**config.mk**
```make
export PLATFORM = sky130hd
export DESIGN_NAME = profile_counter_ctrl
export DESIGN_NICKNAME = d
export VERILOG_FILES = /design/src/rtl/profile_pkg.sv /design/src/rtl/profile_ovf_detect.sv /design/src/rtl/profile_counter_ctrl.sv
export SDC_FILE = /design/constraint.sdc
export NUM_CORES = 1
export LEC_CHECK = 0
export ABC_AREA = 1
export BUFFER_PORTS_ARGS = -buffer_cell sky130_fd_sc_hd__buf_4
export CAP_MARGIN = 0
export CORE_MARGIN = 8
export CORE_UTILIZATION = 35
export CTS_CLUSTER_DIAMETER = 80
export DETAILED_ROUTE_END_ITERATION = 8
export MAX_ROUTING_LAYER = met4
export PLACE_DENSITY = 0.77
export SETUP_SLACK_MARGIN = 0.5
export SLEW_MARGIN = 20
export SYNTH_ARGS = -nofsm -noshare
export SYNTH_HDL_FRONTEND = slang
export SYNTH_HIERARCHICAL = 1
export SYNTH_SLANG_ARGS = --single-unit
export TNS_END_PERCENT = 30
```
**constraint.sdc**
```tcl
create_clock -name clock -period 1.2 [get_ports clock]
set_input_delay 0.3 -clock clock [delete_from_list [all_inputs] [get_ports clock]]
set_output_delay 0.3 -clock clock [all_outputs]
set_load 0.01 [all_outputs]
```
**src/rtl/profile_pkg.sv**
```systemverilog
// Shared definitions for the profiling-counter command controller:
// opcode values, FSM state encoding and default bank geometry.
package profile_pkg;

   localparam int DEFAULT_NUM_CNT = 4;
   localparam int DEFAULT_WIDTH   = 32;

   // Width of the custom-instruction operand and result buses.
   localparam int CI_WIDTH = 32;

   // Bit position of channel 0's overflow flag in the STATUS word.
   localparam int OVF_LSB = 8;

   localparam logic [2:0] OP_READ   = 3'd0;
   localparam logic [2:0] OP_START  = 3'd1;
   localparam logic [2:0] OP_STOP   = 3'd2;
   localparam logic [2:0] OP_CLEAR  = 3'd3;
   localparam logic [2:0] OP_STATUS = 3'd4;
   localparam logic [2:0] OP_DIR    = 3'd5;

   typedef enum logic [1:0] {
      ST_IDLE    = 2'd0,
      ST_CAPTURE = 2'd1,
      ST_RESPOND = 2'd2
   } state_t;

endpackage

```
**src/rtl/profile_ovf_detect.sv**
```systemverilog
// Per-channel wrap detector for one profiling counter. Keeps the previous
// sampled counter value and raises a sticky overflow flag when an enabled
// counter wraps in its counting direction (all-ones -> 0 going up,
// 0 -> all-ones going down). The flag is cleared by a CLEAR on the channel.
module profile_ovf_detect #(
   parameter int WIDTH = 32
) (
   input  logic             clock,
   input  logic             reset,
   input  logic             enable,
   input  logic             direction,
   input  logic             clear,
   input  logic [WIDTH-1:0] value,
   output logic             overflow
);

   logic [WIDTH-1:0] prev_q;
   logic             wrap;

   // Compare last cycle's value with this cycle's value for a wrap.
   always_comb begin
      // NOTE: every variable driven here gets a default first so no latch is inferred.
      wrap = 1'b0;
      if (enable) begin
         if (direction) begin
            wrap = (prev_q == '1) && (value == '0);
         end else begin
            wrap = (prev_q == '0) && (value == '1);
         end
      end
   end

   // Track the previous value and hold the sticky flag; a clear wins over a
   // wrap seen in the same cycle.
   always_ff @(posedge clock or negedge reset) begin
      if (!reset) begin
         prev_q   <= '0;
         overflow <= 1'b0;
      end else begin
         prev_q <= value;
         if (clear) begin
            overflow <= 1'b0;
         end else if (wrap) begin
            overflow <= 1'b1;
         end
      end
   end

endmodule

```
**src/rtl/profile_counter_ctrl.sv**
```systemverilog
// Command-side controller for the profiling counter bank.
// Decodes single-cycle custom-instruction requests into per-channel enable,
// direction and clear controls, and returns sampled counter values.
// Optional feature: define PROFILE_CNT_OVF_EN to add per-channel sticky
// overflow flags, reported in STATUS bits [8 +: NUM_CNT]; without it those
// bits read 0 and no sampling registers exist.
module profile_counter_ctrl
   import profile_pkg::*;
#(
   parameter int NUM_CNT = DEFAULT_NUM_CNT,
   parameter int WIDTH   = DEFAULT_WIDTH
) (
   input  logic                     clock,
   input  logic                     reset,
   input  logic                     ciStart,
   input  logic [CI_WIDTH-1:0]      ciValueA,
   input  logic [CI_WIDTH-1:0]      ciValueB,
   output logic                     ciDone,
   output logic [CI_WIDTH-1:0]      ciResult,
   output logic [NUM_CNT-1:0]       counterEnable,
   output logic [NUM_CNT-1:0]       counterDirection,
   output logic [NUM_CNT-1:0]       counterReset,
   input  logic [NUM_CNT*WIDTH-1:0] counterValues
);

   state_t              state;
   logic [2:0]          opcode;
   logic [NUM_CNT-1:0]  mask;
   logic                accept;
   logic [2:0]          read_idx_q;
   logic [WIDTH-1:0]    read_value;
   logic [CI_WIDTH-1:0] status_word;
   logic [NUM_CNT-1:0]  ovf_flags;
   logic                unused_ci_bits;

   // Only the opcode field of A and the low bits of B carry meaning; mask
   // bits at or above NUM_CNT simply fall outside the slice.
   assign opcode = ciValueA[2:0];
   assign mask   = ciValueB[NUM_CNT-1:0];
   assign accept = ciStart && (state == ST_IDLE);

   assign unused_ci_bits = ^{ciValueA[CI_WIDTH-1:3], ciValueB};

   // Select the latched channel's value; indices past the bank return 0.
   always_comb begin
      read_value = '0;
      for (int i = 0; i < NUM_CNT; i++) begin
         if (int'(read_idx_q) == i) begin
            read_value = counterValues[i*WIDTH +: WIDTH];
         end
      end
   end

   // Assemble the STATUS word: enables in the low bits, overflow flags above.
   always_comb begin
      status_word                      = '0;
      status_word[NUM_CNT-1:0]         = counterEnable;
      status_word[OVF_LSB +: NUM_CNT]  = ovf_flags;
   end

`ifdef PROFILE_CNT_OVF_EN
   logic [NUM_CNT-1:0] ovf_clear;

   // A CLEAR command clears the overflow flag of every channel it pulses.
   assign ovf_clear = (accept && (opcode == OP_CLEAR)) ? mask : '0;

   for (genvar i = 0; i < NUM_CNT; i++) begin : g_ovf
      profile_ovf_detect #(
         .WIDTH(WIDTH)
      ) u_ovf_detect (
         .clock     (clock),
         .reset     (reset),
         .enable    (counterEnable[i]),
         .direction (counterDirection[i]),
         .clear     (ovf_clear[i]),
         .value     (counterValues[i*WIDTH +: WIDTH]),
         .overflow  (ovf_flags[i])
      );
   end
`else
   assign ovf_flags = '0;
`endif

   // Command FSM with registered controls and response. Control effects of a
   // command land on the accepting edge; READ spends one extra cycle in
   // CAPTURE so the value is sampled the cycle after acceptance.
   always_ff @(posedge clock or negedge reset) begin
      if (!reset) begin
         state            <= ST_IDLE;
         counterEnable    <= '0;
         counterDirection <= '1;
         counterReset     <= '0;
         ciDone           <= 1'b0;
         ciResult         <= '0;
         read_idx_q       <= '0;
      end else begin
         // NOTE: non-blocking assignments here so every register reads pre-edge values.
         counterReset <= '0;
         ciDone       <= 1'b0;
         ciResult     <= '0;

         unique case (state)
            ST_IDLE: begin
               if (accept) begin
                  if (opcode == OP_READ) begin
                     read_idx_q <= ciValueB[2:0];
                     state      <= ST_CAPTURE;
                  end else begin
                     ciDone <= 1'b1;
                     state  <= ST_RESPOND;
                     case (opcode)
                        OP_START:  counterEnable    <= counterEnable | mask;
                        OP_STOP:   counterEnable    <= counterEnable & ~mask;
                        OP_CLEAR:  counterReset     <= mask;
                        OP_STATUS: ciResult         <= status_word;
                        OP_DIR:    counterDirection <= mask;
                        default:   ;
                     endcase
                  end
               end
            end

            ST_CAPTURE: begin
               ciResult <= CI_WIDTH'(read_value);
               ciDone   <= 1'b1;
               state    <= ST_RESPOND;
            end

            ST_RESPOND: begin
               state <= ST_IDLE;
            end

            default: begin
               state <= ST_IDLE;
            end
         endcase
      end
   end

endmodule

```
Word level (Yosys, flattened, before mapping). Index checks and enable logic that the tools add are counted.

Equality and inequality tests: 10. Multiplexer cells: 19. Bitwise gates (word level): 4. Reductions and logical operators: 8.

Operators by type and width (count): $mux W32 (4); $pmux W32 S2 (1); $mux W4 (7); $eq A3 B3 Y1 const B (4); $eq A3 B2 Y1 const B (3); $pmux W4 S2 (1); $reduce_and A4 Y1 (2); $logic_not A3 Y1 (2); $and A4 B4 Y4 (1); $mux W2 (2); $not A4 Y4 (1); $or A4 B4 Y4 (1); $pmux W2 S2 (1); $eq A3 B1 Y1 const B (1); $reduce_and A3 Y1 (1); $eq A2 B1 Y1 const B (1); $logic_not A2 Y1 (1); $mux W1 (2); $ne A2 B2 Y1 const B (1); $pmux W1 S2 (1); $reduce_bool A2 Y1 (1); $logic_and A1 B1 Y1 (1); $not A1 Y1 (1).

Register bits: 50. Output and inout port bits: 45.

Longest topological paths before layout. Gate-level depths: netlist of the first run.

Word-level depth: 6. Depth in mapped cells: 10. Mapped depth without buffers: 8.

Least setup slack after synthesis of the first run. Ideal clock, no wire load.

Path kind: flip-flop to flip-flop. Start point: register read_idx_q[0]. End point: register ciResult[11]. Arrival: 1.138 ns. Required time: 1.067 ns. Path slack: -0.071 ns. Cell stages (with the launch flop): 7. Period minus slack after synthesis: 1.271 ns. Path through: dfrtp_1 buf_4 nor3_4 buf_4 nand2_1 nand2_1 a21oi_1.

Longest elaborated chain between the ends: 6.

RTL lines: from (decl) (RTL line profile_counter_ctrl.sv:30) `logic [2:0] read_idx_q;`; from (signal assigned) (RTL line profile_counter_ctrl.sv:106) `read_idx_q <= ciValueB[2:0];`; $logic_not A3 Y1 (RTL line profile_counter_ctrl.sv:48) `if (int'(read_idx_q) == i) begin`; $mux W32 (3 in series) (RTL line profile_counter_ctrl.sv:48); $mux W32 (*) (RTL line profile_counter_ctrl.sv:48); $pmux W32 S2 (*) (RTL line profile_counter_ctrl.sv:102) `unique case (state)`; to (signal assigned) (RTL line profile_counter_ctrl.sv:115) `OP_STATUS: ciResult <= status_word;`; to (signal assigned) (RTL line profile_counter_ctrl.sv:124) `ciResult <= CI_WIDTH'(read_value);`; to (decl) (RTL line profile_counter_ctrl.sv:19) `output logic [CI_WIDTH-1:0] ciResult,`.

Mark *: on every way between the ends. The rest lies on a longest branch, timed or not. A chain may end at the register's enable or synchronous reset.

Worst setup path after layout of the first run.
Start point: register read_idx_q[0]. End point: register ciResult[7].

Same word-level chain as after synthesis.

==> impl_metrics.tcl, run 1 <==
set metrics [dict create \
    pwr-share-seq 0.330 \
    gp_congestion 0.8784 \
    pwr-share-clk 0.177 \
    cts_buffers 5 \
    cp_max_fo 5 \
    critPathKind "flip-flop to flip-flop" \
    synth_top_flop_cell "dfrtp_1" \
    post_drt_wl_per_cell_um 16.34 \
    insertedDiodeCount 0 \
    cts_tree "built" \
    postSynthAreaPerCell_um2 6.898 \
    wl_met1_um 4692 \
    yosysUniqueCellTypes 24 \
    worst_pin_slew_ps 451.3 \
    grt_pass1_vias 3620 \
    hold_path.class "primary input to async pin" \
    first_pass_iters 4 \
    met2_length_um 6232 \
    post-route-period-util 1.156 \
    swShare 0.3724 \
    synth_top_cell_area_share 0.4002 \
    setup_viol 38 \
    ctsHtreeMaxLevel 2 \
    syn_nets 612 \
    rows 33 \
    fin_crit_ps 1387 \
    hpwl_um 8741 \
    io_pins 240 \
    total_power_uw 5969 \
    setup_slack_ps -187.1 \
    leakage_uw 0.002805 \
    yosys-top-cells-area "dfrtp_1 (40%), nand2_1 (19%), o21ai_0 (9.4%)" \
    cpPeakStageDelay_ps 460 \
    skew_ps 8.396 \
    drc_errors 0 \
    synthArstFlopShare 1.000 \
    port_buffers 182 \
    finalHoldViolations 14 \
    critPathLaunchType "flip-flop" \
    drt_iter0_markers 200 \
    dp_slack_ps -182.1 \
    violations "hold timing, setup timing" \
    clock.fmax_mhz 721.0 \
    arrival_ps 1630 \
    cp_cell_sequence "buf_6 -> nor2_4 -> buf_12 -> buf_4 -> o21ai_0 -> nand2_1 -> nand2_1 -> a21oi_2" \
    crit_top_cell "nand2_1" \
    path_delay_family "flip-flops" \
    die_area_mm2 0.01138 \
    ys_ff_latch 50 \
    start_util 0.3554 \
    ys_seq_area_frac 0.4367 \
    clk_latency_ps 310 \
    rsz0062_at_grt "yes" \
    grt_max_degree 27 \
    layout-drive-gt1-share 0.4521 \
    routed.top_layer "met4" \
    via_per_inst 4.877 \
    ctsRootBufferMaster "clkbuf_8" \
    vias 3565 \
    cpMaxStageDelayCell "dfrtp_2" \
    fin_nets 820 \
    critPathCaptureType "flip-flop" \
    status "finished, violations left" \
    antenna_found_initial 0 \
    path_clk_slew_ps 110 \
    synth-edff-count 0 \
    fin_cells 731 \
    synth_top_area_cell "dfrtp_1" \
    ys_warn_count 6 \
    hold_slack_ps -158.6 \
    wl_met3_um 849 \
    grt_use_total 0.1985 \
    clock_sinks 50 \
    syn_area_mm2 0.002877 \
    die_h_um 106.7 \
    intPower_uw 3746 \
    p_per_area_mw_per_mm2 1139 \
    max_slew_margin 0.6968 \
    syn2layout_area_growth_pct 82.12 \
    placed_cells 711 \
    grt_pass1_wl_um 17640 \
    max-vdd-ir-drop_mv 0.7306 \
    p_sw_uw 2223 \
    crit_buf_inv 3 \
    synth_cells 417 \
    fin_tns_setup_ps -4903 \
    coreArea_mm2 0.008093 \
    die_x_um 106.7 \
    critPathRequiredTime_ps 1440 \
    pwr-share-comb 0.493 \
    post_dp_cell_area_mm2 0.004594 \
    ant_nets 0 \
    report.final.slew_viol_count 0 \
    gr-total-overflow 0 \
    cap_violations 0 \
    stdcell_area_mm2 0.005239 \
    clockBufferDepth 2 \
    wirelength_um 11940 \
]
worst reg2reg max path, cell delays in order (launching register included):
cell	delay [ps]
dfrtp_2	460
buf_6	130
nor2_4	110
buf_12	140
buf_4	140
o21ai_0	80
nand2_1	80
nand2_1	70
a21oi_2	110
placed cells by master, fill, tap and decap left out, drive strengths merged:
| cell type | count |
|---|---|
| nor3 | 8 |
| o21ai | 55 |
| or2 | 1 |
| dfstp | 4 |
| buf | 221 |
| nand4 | 5 |
| clkinv | 1 |
| nor2 | 36 |
| nand2 | 144 |
| clkbuf | 8 |
| nand3 | 38 |
| inv | 38 |
| a21oi | 17 |
| dfrtp | 46 |
| o211ai | 4 |
what timing repair did:
action                                 in CTS  in global routing
gates resized for setup                    89                 48
pin swaps                                  11                 17
setup buffers                               3                  3
setup endpoints to repair                  95                 95
cloned                                      2                  4
endpoints found under the hold margin      14                 14
cells by family after synthesis:
family / count (synthesis) / share of synthesized area
AOI/OAI and AO/OA: 76 / 0.1357
and+or+nand+nor: 232 / 0.3388
buffers and inverters: 59 / 0.08873
DFF: 50 / 0.4367
cell usage after synthesis (5+ instances only):
cell      count
dfrtp_1      46
nand3_1      38
nor2_1       31
inv_1        33
buf_2        11
clkbuf_1      6
o21ai_0      54
nor3_1        7
nand2_1     143
a21oi_1      17
nand4_1       5
sequential cells by signal, summed over array words and instances, names as in the netlist, named ones only:
register,count
state,2
counterReset,4
ciDone,1
counterDirection,4
ciResult,32
read_idx_q,3
area by class of cell:
type	instances	area (µm²)
tap	105	131.4
clock buffer	5	68.82
inverter	36	140.1
sequential	50	1260
timing repair buffer	224	2085
clock inverter	3	28.78
multi-input combinational	308	1525
fill	691	2854
routing by layer:
layer | track usage | vias up
met2 | 0.3557 | 175
met5 | - | -
met1 | 0.2226 | 1621
li1 | - | 1749
met3 | 0.04319 | 20
met4 | 0.03719 | 0
final timing paths:
path,from,end,slack [ps],depth (start not counted)
worst max-delay path,read_idx_q[0]$_DFFE_PN0P_,ciResult[7]$_DFF_PN0_,-190,8
worst min-delay path,reset,async pin,-160,1
worst max register to register,read_idx_q[0]$_DFFE_PN0P_,ciResult[7]$_DFF_PN0_,-190,8
worst min register to register,counterDirection[0]$_DFFE_PN1P_,counterDirection[0]$_DFFE_PN1P_,490,2
max in group asynchronous,reset,counterDirection[0]$_DFFE_PN1P_,870,2
min in group clock,counterValues[116],ciResult[20]$_DFF_PN0_,230,3
power groups by stage:
stage,registers (µW),logic (µW),clock network [µW]
3_5_place_dp,1970,2320,0
4_1_cts,1960,2550,1100
2_1_floorplan,1970,1230,0
5_1_grt,1990,3210,1180
6_report,1970,2940,1060
3_3_place_gp,1960,2270,0
stage by stage:
| step | hold WS [ps] | utilization |
|---|---|---|
| 2_1_floorplan | 4.409 | - |
| 5_1_grt | -154.6 | 0.6473 |
| 4_1_cts | -159.7 | 0.6163 |
| 3_3_place_gp | 182.7 | 0.5677 |
| 6_report | -158.6 | 0.6473 |
| 3_5_place_dp | 188.4 | 0.5677 |
Power figures use the tool's default switching activity.
==> inputs of run 2 (changes only) <==
CORE_ASPECT_RATIO = 0.8   (was not set)
==> impl_metrics.tcl, run 2 (same netlist as run 1, synthesis figures left out) <==
set metrics [dict create \
    vias 3604 \
    clockBufferDepth 2 \
    finalHoldViolations 20 \
    pwr-share-clk 0.204 \
    pwr-share-comb 0.464 \
    cp_cell_sequence "inv_2 -> nor2_4 -> nand2_4 -> buf_12 -> o21ai_0 -> a21oi_2" \
    leakage_uw 0.002736 \
    total_power_uw 5876 \
    grt_pass1_wl_um 18540 \
    final_common_cell "buf_4" \
    antenna_found_initial 0 \
    grt_use_total 0.2026 \
    critPathCaptureType "flip-flop" \
    pwr-share-seq 0.332 \
    worst_pin_slew_ps 441.0 \
    fin_tns_setup_ps -4868 \
    most-common-layout-cells "buf_4 (157), nand2_1 (132), buf_6 (54), dfrtp_1 (44), o21ai_0 (39)" \
    hpwl_um 8897 \
    clock_sinks 50 \
    max_slew_margin 0.7038 \
    layout-drive-gt1-share 0.4486 \
    die_h_um 97.09 \
    cts_buffers 5 \
    ctsHtreeMaxLevel 2 \
    post-route-period-util 1.172 \
    ctsRootBufferMaster "clkbuf_8" \
    report.final.slew_viol_count 0 \
    cpPeakStageDelay_ps 420 \
    intPower_uw 3744 \
    top_regs "ciResult: 32 flops, counterDirection: 4 flops, counterReset: 4 flops" \
    crit_buf_inv 2 \
    fin_nets 816 \
    swShare 0.3629 \
    io_pins 240 \
    drt_iter0_markers 176 \
    clock.fmax_mhz 710.9 \
    critPathLaunchType "flip-flop" \
    p_per_area_mw_per_mm2 1148 \
    setup_slack_ps -206.7 \
    fin_crit_ps 1407 \
    hold_path.class "primary input to async pin" \
    port_buffers 182 \
    critPathKind "flip-flop to flip-flop" \
    grt_max_degree 31 \
    first_pass_iters 7 \
    cp_max_fo 30 \
    violations "DRC, hold timing, setup timing" \
    arrival_ps 1600 \
    die_area_mm2 0.01139 \
    status "finished, violations left" \
    gp_congestion 0.9157 \
    path_clk_slew_ps 100 \
    skew_ps 6.097 \
    cpMaxStageDelayCell "dfrtp_1" \
    p_sw_uw 2133 \
    fin_cells 730 \
    largest_reg_flops 32 \
    dp_slack_ps -194.3 \
    clk_latency_ps 300 \
    hold_slack_ps -81.19 \
    post_drt_wl_per_cell_um 16.43 \
    via_per_inst 4.937 \
    rows 29 \
    start_util 0.3620 \
    path_delay_family "flip-flops" \
    drc_errors 1 \
    syn2layout_area_growth_pct 77.99 \
    coreArea_mm2 0.007946 \
    gr-total-overflow 0 \
    setup_viol 39 \
    wirelength_um 11990 \
    grt_pass1_vias 3665 \
    top_register "ciResult" \
    max-vdd-ir-drop_mv 0.8231 \
    die_x_um 117.4 \
    placed_cells 718 \
    rsz0062_at_grt "yes" \
    critPathRequiredTime_ps 1390 \
    ant_nets 0 \
    insertedDiodeCount 0 \
    cap_violations 0 \
    cts_tree "built" \
]
run 2: final timing paths:
kind | start | end | slack (ps) | depth (start not counted)
worst min-delay path | reset | ciResult[26]$_DFF_PN0_ | -80 | 1
worst min register to register | counterDirection[1]$_DFFE_PN1P_ | counterDirection[1]$_DFFE_PN1P_ | 480 | 2
min in group clock | counterValues[109] | ciResult[13]$_DFF_PN0_ | 260 | 3
max in group asynchronous | reset | ciResult[16]$_DFF_PN0_ | 850 | 2
worst max register to register | read_idx_q[0]$_DFFE_PN0P_ | ciResult[17]$_DFF_PN0_ | -210 | 6
worst max-delay path | read_idx_q[0]$_DFFE_PN0P_ | ciResult[17]$_DFF_PN0_ | -210 | 6
run 2: area by class of cell:
cell class	count	area (µm²)
fillers	695	2826
flip-flops and latches	50	1259
well taps	108	135.1
repair buffers	220	1947
clock buffers	5	68.82
clock inverters	3	45.04
multi-input cells	308	1523
inverters	36	142.6
run 2: metal layers:
metal  share of wire  up-vias  global-route usage
met5               0        -                   -
met3           0.068       18             0.05110
met1            0.41     1686              0.2293
li1                -     1739                   -
met4           0.017        0             0.05672
met2            0.50      161              0.3478
run 2: power by group through the flow:
stage                     Sequential [µW]  Combinational [µW]  Clock, µW
after detailed placement             1950                2360          0
after floorplan                      1970                1230          0
after global routing                 1970                2970       1320
after global placement               1950                2290          0
after CTS                            1940                2560       1240
final                                1950                2730       1200
run 2: stage by stage:
step | cell area (µm²) | util
2_1_floorplan | 2908 | -
3_3_place_gp | 4616 | 0.5809
3_5_place_dp | 4616 | 0.5809
4_1_cts | 5010 | 0.6305
5_1_grt | 5120 | 0.6443
6_report | 5120 | 0.6443
run 2: repair_timing:
item                                   CTS  global route
pin swaps                               14            14
setup endpoints to repair               95            95
endpoints found under the hold margin   20            20
cloned                                   1             0
setup buffers                            3             0
gates resized for setup                 69            40
==> inputs of run 3 (changes only) <==
CORE_MARGIN = 2   (was 8)
==> impl_metrics.tcl, run 3 (same netlist as run 1, synthesis figures left out) <==
set metrics [dict create \
    hold_path.class "primary input to async pin" \
    via_per_inst 4.826 \
    critPathRequiredTime_ps 1390 \
    insertedDiodeCount 0 \
    worst_pin_slew_ps 470.5 \
    r2r_end "ciResult[7]$_DFF_PN0_" \
    arrival_ps 1570 \
    critPathKind "flip-flop to flip-flop" \
    ctsHtreeMaxLevel 2 \
    layout-drive-gt1-share 0.4354 \
    status "finished, violations left" \
    start_util 0.3620 \
    setup_slack_ps -178.5 \
    reg2reg_slack_ps -180 \
    post-route-period-util 1.149 \
    report.final.slew_viol_count 0 \
    hold_slack_ps -106.9 \
    most-common-layout-cells "buf_4 (159), nand2_1 (130), buf_6 (56), o21ai_0 (43), dfrtp_1 (43)" \
    r2r_cells 7 \
    coreArea_mm2 0.007946 \
    top_register "ciResult" \
    fillers 685 \
    die_h_um 85.09 \
    fin_nets 821 \
    port_buffers 182 \
    gp_congestion 0.8880 \
    cts_buffers 5 \
    finalHoldViolations 18 \
    grt_max_degree 26 \
    die_x_um 105.4 \
    io_pins 240 \
    busiest_layer "met2" \
    wirelength_um 10850 \
    clock.fmax_mhz 725.4 \
    grt_pass1_wl_um 16550 \
    p_per_area_mw_per_mm2 1129 \
    hpwl_um 7888 \
    top_regs "ciResult: 32 flops, counterDirection: 4 flops, counterReset: 4 flops" \
    ctsRootBufferMaster "clkbuf_8" \
    drt_iter0_markers 257 \
    critPathCaptureType "flip-flop" \
    ant_nets 0 \
    register_area_mm2 0.001260 \
    violations "hold timing, setup timing" \
    leakage_uw 0.002765 \
    critPathLaunchType "flip-flop" \
    post_drt_wl_per_cell_um 14.76 \
    multi_input_area_mm2 0.001465 \
    cp_max_fo 8 \
    clockBufferDepth 2 \
    vias 3547 \
    die_area_mm2 0.008964 \
    gr-total-overflow 0 \
    grt_pass1_vias 3398 \
    placed_cells 715 \
    drc_errors 0 \
    fin_cells 735 \
    rows 29 \
    use_met3 0.04378 \
    clk_latency_ps 300 \
    gr-usage-met2 0.4111 \
    syn2layout_area_growth_pct 78.08 \
    final_common_cell "buf_4" \
    rsz0062_at_grt "yes" \
    max_slew_margin 0.6839 \
    fin_crit_ps 1378 \
    grt_use_met1 0.2921 \
    path_clk_slew_ps 90 \
    cap_violations 0 \
    clock_sinks 50 \
    antenna_found_initial 0 \
    grt_use_total 0.2348 \
    first_pass_iters 5 \
    setup_viol 37 \
    worstReg2RegStart "read_idx_q[0]$_DFFE_PN0P_" \
    largest_reg_flops 32 \
    skew_ps 8.305 \
    cts_tree "built" \
    dp_slack_ps -140.6 \
    max-vdd-ir-drop_mv 0.6165 \
]
## run 3: cell count changes in the layout (fill, tap and decap cells not counted), sizes merged
cell	previous run	this run
buf	220	224
bufinv	1	0
clkbuf	5	7
clkinv	0	2
clkinvlp	2	1
inv	36	35
## run 3: worst max-delay path by stage
| stage | startpoint | endpoint |
|---|---|---|
| global placement | read_idx_q[2]$_DFFE_PN0P_ | ciResult[7]$_DFF_PN0_ |
| finish | read_idx_q[0]$_DFFE_PN0P_ | ciResult[7]$_DFF_PN0_ |
| global route | read_idx_q[1]$_DFFE_PN0P_ | ciResult[7]$_DFF_PN0_ |
| CTS | read_idx_q[2]$_DFFE_PN0P_ | ciResult[29]$_DFF_PN0_ |
| detailed placement | read_idx_q[0]$_DFFE_PN0P_ | ciResult[28]$_DFF_PN0_ |
| floorplan | read_idx_q[1]$_DFFE_PN0P_ | ciResult[11]$_DFF_PN0_ |
## run 3: worst max-delay path: stages, from the launching register on
cell and delay, ps:
dfrtp_2 450, buf_6 130, nor3_4 200, buf_12 140
buf_6 130, nand2_1 60, nand2_1 90, a21oi_1 70
## run 3: where the power goes
group | internal (µW) | switching (µW)
Combinational | 1410 | 1390
Clock | 464 | 553
Sequential | 1830 | 125
Total | 3710 | 2070
## run 3: cell type report
class	count	share of cell area
clock buffers	6	0.01612
clock inverters	2	0.002443
inverters	36	0.02785
multi-input cells	308	0.2860
flip-flops and latches	50	0.2460
well taps	108	0.02638
repair buffers	225	0.3952
## run 3: metal layers
layer  part of all wire  routed length, µm
met4             0.0043                 47
met5                  0                  0
met2               0.52               5592
met3              0.071                770
met1               0.41               4437
## run 3: what timing repair did
item / 4_1_cts / 5_1_grt
resized for setup: 55 / 51
setup buffers: 1 / 7
pin swaps: 6 / 11
hold endpoints to repair: 18 / 18
setup endpoints to repair: 95 / 95
cloned: 0 / 4
## run 3: stage by stage
step,area (µm²),total power (µW),TNS (ps),utilization,hold slack [ps]
2_1_floorplan,2908,3200,-766.0,-,4.409
3_3_place_gp,4568,4197,-2288,0.5749,219.2
3_5_place_dp,4568,4249,-3355,0.5749,234.6
4_1_cts,4883,5424,-3776,0.6145,-100.4
5_1_grt,5122,6193,-7850,0.6446,-97.08
6_report,5122,5782,-4700,0.6446,-106.9
